`src/rtl/intr_pkg.sv`:
```
// rtl/intr_pkg.sv - shared types and constants for the interrupt controller and CSR unit
package intr_pkg;

    // Default number of external interrupt sources
    localparam int NUM_SRC_DEF = 4;

    // Machine-mode CSR addresses shared with the CSR unit
    localparam logic [11:0] CSR_MSTATUS = 12'h300;
    localparam logic [11:0] CSR_MTVEC   = 12'h305;
    localparam logic [11:0] CSR_MEPC    = 12'h341;

    // MSTATUS bit positions
    localparam int MSTATUS_MIE_BIT  = 3;
    localparam int MSTATUS_MPIE_BIT = 7;

    // Controller state: idle (trap allowed) or servicing an interrupt
    typedef enum logic {
        ST_IDLE = 1'b0,
        ST_ISR  = 1'b1
    } state_t;

    // Width of a source index; a single source still needs one bit
    function automatic int id_w(input int n);
        return (n <= 1) ? 1 : $clog2(n);
    endfunction

endpackage

```
`src/rtl/intr_ctrl_irq_sync_edge.sv`:
```
// rtl/intr_ctrl_irq_sync_edge.sv - one source: 2-flop synchroniser, previous-value flop, registered rising-edge pulse
module irq_sync_edge (
    input  logic clk,
    input  logic rst,
    input  logic i_irq,
    output logic o_edge
);

    logic r_sync1;
    logic r_sync2;
    logic r_prev;
    logic r_edge;
    logic w_edge;

    // A level held high gives exactly one pulse: sync2 high while prev still low
    assign w_edge = r_sync2 & ~r_prev;
    assign o_edge = r_edge;

    // Synchronise the asynchronous line, remember the last value, register the edge
    always_ff @(posedge clk or posedge rst) begin
        if (rst) begin
            r_sync1 <= 1'b0;
            r_sync2 <= 1'b0;
            r_prev  <= 1'b0;
            r_edge  <= 1'b0;
        end else begin
            r_sync1 <= i_irq;
            r_sync2 <= r_sync1;
            r_prev  <= r_sync2;
            r_edge  <= w_edge;
        end
    end

endmodule

```
`src/rtl/intr_ctrl.sv`:
```
// rtl/intr_ctrl.sv - interrupt controller sequencing machine-mode trap entry and MRET exit
module intr_ctrl
    import intr_pkg::*;
#(
    parameter int NUM_SRC = NUM_SRC_DEF,
    parameter int ID_W    = id_w(NUM_SRC)
) (
    input  logic               clk,
    input  logic               rst,
    input  logic [NUM_SRC-1:0] irq_src,
    input  logic [NUM_SRC-1:0] irq_en,
    input  logic               mie,
    input  logic               mtvec_ready,
    input  logic               at_boundary,
    input  logic               do_mret,
    output logic               take_intr,
    output logic [ID_W-1:0]    intr_id,
    output logic               in_isr,
    output logic [NUM_SRC-1:0] pending
);

    state_t             r_state;
    state_t             w_next_state;
    logic [NUM_SRC-1:0] r_pending;
    logic [ID_W-1:0]    r_intr_id;
    logic [NUM_SRC-1:0] w_edge;
    logic [NUM_SRC-1:0] w_eligible;
    logic [NUM_SRC-1:0] w_claim;
    logic [ID_W-1:0]    w_sel;
    logic               w_take;

    genvar g;
    generate
        for (g = 0; g < NUM_SRC; g++) begin : g_src
            irq_sync_edge u_sync (
                .clk    (clk),
                .rst    (rst),
                .i_irq  (irq_src[g]),
                .o_edge (w_edge[g])
            );
        end
    endgenerate

    // Masked sources stay latched but cannot be selected
    assign w_eligible = r_pending & irq_en;

    // Fixed-priority arbiter: lowest set index of eligible wins
    always_comb begin
        w_sel = '0;
        for (int i = NUM_SRC - 1; i >= 0; i--) begin
            if (w_eligible[i]) begin
                w_sel = ID_W'(i);
            end
        end
    end

    assign w_claim = w_take ? (NUM_SRC'(1) << w_sel) : '0;

    // Next state and the Mealy take pulse; ISR blocks nesting
    always_comb begin
        w_next_state = r_state;
        w_take       = 1'b0;
        case (r_state)
            ST_IDLE: begin
                if ((w_eligible != '0) && mie && mtvec_ready && at_boundary) begin
                    w_take       = 1'b1;
                    w_next_state = ST_ISR;
                end
            end
            ST_ISR: begin
                if (do_mret) begin
                    w_next_state = ST_IDLE;
                end
            end
            default: begin
                w_next_state = ST_IDLE;
            end
        endcase
    end

    // State register
    always_ff @(posedge clk or posedge rst) begin
        if (rst) begin
            r_state <= ST_IDLE;
        end else begin
            r_state <= w_next_state;
        end
    end

    // Pending latch: a new edge beats a simultaneous claim so no event is lost
    always_ff @(posedge clk or posedge rst) begin
        if (rst) begin
            r_pending <= '0;
        end else begin
            r_pending <= (r_pending & ~w_claim) | w_edge;
        end
    end

    // Capture the serviced source index; held until the next take
    always_ff @(posedge clk or posedge rst) begin
        if (rst) begin
            r_intr_id <= '0;
        end else if (w_take) begin
            r_intr_id <= w_sel;
        end
    end

    assign take_intr = w_take;
    assign intr_id   = r_intr_id;
    assign in_isr    = (r_state == ST_ISR);
    assign pending   = r_pending;

endmodule

```
`config.mk`:
```
export PLATFORM = sky130hd
export DESIGN_NAME = intr_ctrl
export DESIGN_NICKNAME = d
export VERILOG_FILES = /design/src/rtl/intr_pkg.sv /design/src/rtl/intr_ctrl_irq_sync_edge.sv /design/src/rtl/intr_ctrl.sv
export SDC_FILE = /design/constraint.sdc
export NUM_CORES = 1
export LEC_CHECK = 0
export BUFFER_PORTS_ARGS = -buffer_cell sky130_fd_sc_hd__buf_4
export CAP_MARGIN = 20
export CORE_MARGIN = 2
export CORE_UTILIZATION = 48
export CTS_CLUSTER_SIZE = 12
export DETAILED_ROUTE_END_ITERATION = 8
export GPL_TIMING_DRIVEN = 0
export PLACE_DENSITY = 0.73
export SETUP_SLACK_MARGIN = 0.15
export SYNTH_ARGS = -nofsm -noshare
export SYNTH_HDL_FRONTEND = slang
export SYNTH_SLANG_ARGS = --single-unit
```
`constraint.sdc`:
```
create_clock -name clk -period 1.35 [get_ports clk]
set_input_delay 0.135 -clock clk [delete_from_list [all_inputs] [get_ports clk]]
set_output_delay 0.135 -clock clk [all_outputs]
set_load 0.1 [all_outputs]
```
Yosys cells after proc, flatten, opt, wreduce, memory -nomap -nowiden --
Index checks and enable logic that the tools add are counted.
Storage, ports and cells: register bits 23, input port bits 14, output and inout port bits 8, word-level logic and storage cells 46
Operators by class: shifts and indexed selects 1, multiplexer cells 9, bitwise operators 13, reductions and logical operators 4
Operators with widths (number):
- 4-bit bitwise AND | 2
- 2-bit 2-to-1 mux | 4
- 1-bit inverter | 5
- 1-bit bitwise AND | 4
- 4-bit 2-to-1 mux | 1
- 4-bit inverter | 1
- 4-bit OR | 1
- 4-bit nonzero test | 1
- 1-bit by 2-bit left shift with 4-bit output (first input constant) | 1
- 1-bit logical AND | 3
- 1-bit 2-to-1 mux | 3
- 1-bit one-hot mux with 2 select lines | 1

Logic depth before layout (Yosys ltp) --
depth in word-level cells 11, depth in mapped cells 5, mapped depth without buffers 4

Hierarchy --
A second synthesis with hierarchy kept.
Second synthesis, totals: cells, all modules 57, area total of the unflattened synthesis 812.0 µm²
By module, submodules not included:
- irq_sync_edge | times used 4, cells an instance 6, area each 117.6 µm², sequential area each 100.1 µm²
- intr_ctrl | times used 1, cells an instance 33, area each 341.6 µm², sequential area each 175.2 µm²

Least setup slack after synthesis --
Ideal clock, no wire load.
path type register to register, start register r_pending[0], in the netlist pending[0], end register r_intr_id[0], in the netlist intr_id[0], setup time 0.126 ns, arrival time 1.922 ns, slack -0.698 ns, cell stages (with the launch flop) 5, period minus slack after synthesis 2.048 ns, path through dfrtp_1 > nand2_1 > nand2_1 > o21a_4 > mux2_4
On the way: word-level cells in the longest chain between the ends 7, elaborated cells between the ends (all ways) 8, those cells by class mux (3); bitwise (1); reduce/logical (4)
Ends and longest elaborated chain:
- start: declaration | RTL line intr_ctrl.sv:24 | logic [NUM_SRC-1:0] r_pending;
- start signal: assignment | RTL line intr_ctrl.sv:95 | r_pending <= (r_pending & ~w_claim) | w_edge;
- 4-bit bitwise AND | RTL line intr_ctrl.sv:45 | assign w_eligible = r_pending & irq_en;
- 4-bit nonzero test | RTL line intr_ctrl.sv:65 | if ((w_eligible != '0) && mie && mtvec_ready && at_boundary) begin
- 1-bit logical AND (3 in series) | RTL line intr_ctrl.sv:65
- 1-bit 2-to-1 mux | RTL line intr_ctrl.sv:65
- 1-bit 2-to-1 mux | RTL line intr_ctrl.sv:63 | case (r_state)
- named net take_intr | RTL line intr_ctrl.sv:16 | output logic take_intr,
- end signal: assignment | RTL line intr_ctrl.sv:104 | r_intr_id <= w_sel;
- end: declaration | RTL line intr_ctrl.sv:25 | logic [ID_W-1:0] r_intr_id;
The timed path passes the listed nets, and every way through them passes these cells. A chain may end at the register's enable or synchronous reset.

Worst setup path in the final report --
start register r_state, in the netlist in_isr, end output port take_intr
On the way: word-level cells in the longest chain between the ends 1
Ends and longest elaborated chain:
- start: declaration | RTL line intr_ctrl.sv:22 | state_t r_state;
- start signal: assignment | RTL line intr_ctrl.sv:86 | r_state <= w_next_state;
- 1-bit 2-to-1 mux | RTL line intr_ctrl.sv:63
- end: declaration | RTL line intr_ctrl.sv:16
No other way between the ends.

==> metrics.txt <==
dominant cell type by area after synthesis dfrtp_1; power density normalized to cell area 1270 mW/mm^2; die boundary width 44.0 um; DR vias/cell 5.01; final hold violations 23; fraction of layout instances using a drive strength above 1 0.560; clock buffers created by TritonCTS 3; Worst-path clk slew 110 ps; number of violations of the max-capacitance limit 0; Crit. Startpoint in_isr; Seq. cell area 584 sq um; number of cells produced by synthesis 53; number of antenna violations at the first check in global routing 0; ANT nets after route 0; Clk Latency, worst-skew pair 290 ps; slew at the pin closest to its max-slew limit 797 ps; number of rows in the core area 14; basic-gate share of the synthesized area counting and, or, nand and nor cells 0.113; syn_area_per_cell 14.5 sq um; most instantiated cells after synthesis 23 x dfrtp_1, 8 x nand2_1, 4 x a21o_1, 4 x nor2b_1, 3 x nand3_1; failing checks hold timing, setup timing; length in cells of the worst reg-to-reg path 6; iteration count of the initial detailed-routing pass 4; Warnings, synthesis 0; HPWL after detailed placement 814 um; library cell with the highest instance count after synthesis dfrtp_1; synthesized-area fraction occupied by ao, oa, aoi and oai cells 0.0930; number of distinct library cells after synthesis 14; Vias 536; Period minus WS final 1660 ps; RSZ-0062 raised after global routing true; destination of the worst register-to-register timing path intr_id[0]; type of the tightest min-delay check in -> async; synthesized-area fraction occupied by adder cells 0; # clock sinks 23; net count reported at finish 106; utilization after layout 0.790; post-synthesis xor/xnor area fraction 0; number of DRC markers after the initial detailed-route iteration 4; worst flop-to-flop path startpoint in_isr; flop2flop setup slack -290 ps; worst hold margin -16.0 ps; synthesized netlist net count 67; GRT Residual Overflow 0; signed area change from the synthesized netlist to the final layout 55.1%; area of the core 0.00151 sq mm; critical setup path kind reg -> out; count of port buffers added during placement 21; sum of negative setup slack -1500 ps; footprint of the multi-input gates 203 sq um; Setup Viol. Count Final 8; Tcrit/Tclk final 1.23; run status finished with violations; Routability Congestion 0.774; highest net fanout along the worst path 2; Antenna Cells 0; main combinational cell family by area after synthesis simple AND/OR/NAND/NOR gates; data arrival time of the worst path 1520 ps; wire length of the first global-routing pass 2.15 mm; EDFF count, synth 0; Main synth FF type dfrtp_1; summed instance area of the synthesized netlist 767 sq um; endpoint required time on the critical path 1220 ps; count of filler cells inserted in the layout 71; share of synthesized area spent on multiplexers 0.0196; effective utilization at floorplan 0.509; async set-reset flop share out of synthesis 1.00; detailed-route DRC error count 0; Relative slew margins 0.468; number of buffers on the longest clock path 2; CTS H-tree depth 1; Die Height 44.0 um; vias in the first global route 579; number of synthesized register bits 23; worst-case vdd ir drop 877 uV; Worst Setup EP take_intr; Yosys top cell area share 0.750; worst setup skew after layout 1.71 ps; drt total wl 1.52 mm; total global routing track utilization 0.159; CTS tree built; part of the Yosys area used for sequential elements 0.750; Setup WS post-layout -307 ps; critical path endpoint category primary output; static leakage power 0.564 nW; area of the die 0.00193 sq mm; post-DR wirelength/cell 14.2 um; maximum frequency from static timing analysis 603 MHz; CP startpoint kind flop; CTS Root Cell clkbuf_4; I/O pin count 22; most area-consuming cells after synthesis dfrtp_1 75%, a21o_1 3.9%, nand2_1 3.9%; Final Max Tran Viols 0; largest net degree at the start of global routing 24
report_power, final:
part           internal [W]  total (W)  switching, W
registers          0.000743   0.000770     0.0000274
clock network      0.000115   0.000286      0.000171
logic              0.000159   0.000458      0.000298
total               0.00102    0.00151      0.000497
final cells by class:
type,count,area share
inverters,2,0.00631
plain buffers,1,0.00946
clock buffers,4,0.0221
flip-flops and latches,23,0.491
multi-input cells,27,0.170
well taps,16,0.0168
repair buffers,34,0.284
registers in the layout, summed over array words and instances (netlist names):
name and cells:
intr_id 2, g_src.u_sync.r_sync2 4, g_src.u_sync.o_edge 4, pending 4, in_isr 1, g_src.u_sync.r_sync1 4, g_src.u_sync.r_prev 4
layer usage:
layer  global-route usage  vias up  wire length, um
met5                    0        -                0
met4                0.109        0               10
met3               0.0250        2               88
met2                0.297       24              775
met1                0.157      260              643
li1                     -      250                -
critical path, stage by stage (launching register included):
cell and delay, ps:
dfrtp_4 490, and4b_1 310, buf_6 120, o21a_4 140, buf_12 170
repair_timing:
action | CTS | global route
endpoints found under the hold margin | 4 | 0
buffers inserted | 3 | 6
resized for setup | 9 | 18
pin swaps | 0 | 7
gates cloned | 0 | 0
endpoints found under the setup margin | 6 | 9
hold buffers | 4 | 0
worst min path at each step:
stage / start / to / slack (ps) / cells past startpoint
detailed placement: irq_src[2] / g_src[2].u_sync.r_sync1 / 250 / 1
global placement: irq_src[2] / g_src[2].u_sync.r_sync1 / 240 / 1
finish: rst / g_src[1].u_sync.r_sync1 / -20 / 2
floorplan: rst / g_src[0].u_sync.o_edge / 140 / 1
global route: rst / g_src[1].u_sync.r_sync2 / 50 / 2
CTS: rst / g_src[1].u_sync.r_sync1 / 6 / 2
cells in the final DEF, fill, tap and decap left out:
cell | synthesis | layout
nand3_1 | 3 | 1
and3_4 | 0 | 1
a21oi_1 | 2 | 2
buf_4 | 0 | 20
o21a_4 | 1 | 1
nand2_2 | 0 | 6
dfrtp_2 | 0 | 4
a21o_2 | 1 | 1
nor2b_1 | 4 | 4
buf_6 | 1 | 7
clkbuf_4 | 0 | 3
inv_1 | 2 | 2
nand2_1 | 8 | 2
dfrtp_1 | 23 | 18
clkbuf_1 | 0 | 1
buf_12 | 0 | 4
a21o_1 | 4 | 4
dlygate4sd3_1 | 0 | 4
nand3_2 | 0 | 2
a21boi_0 | 1 | 1
mux2_4 | 1 | 1
dfrtp_4 | 0 | 1
and4b_1 | 1 | 1
kinds of logic after synthesis:
family,after synthesis
buffers and inverters,3
DFF,23
muxes,1
and+or+nand+nor,17
AOI/OAI and AO/OA,9
stage by stage:
stage                     setup WS, ps  total power [W]  cell area, sq um  cells
after global placement           -41.3          0.00114               953     90
after floorplan                   -445          0.00106               776     53
after global routing              -350          0.00159              1190    107
after CTS                         -252          0.00148              1080    101
after detailed placement         -65.7          0.00115               953     90
final                             -307          0.00151              1190    107
Power figures use the tool's default switching activity.
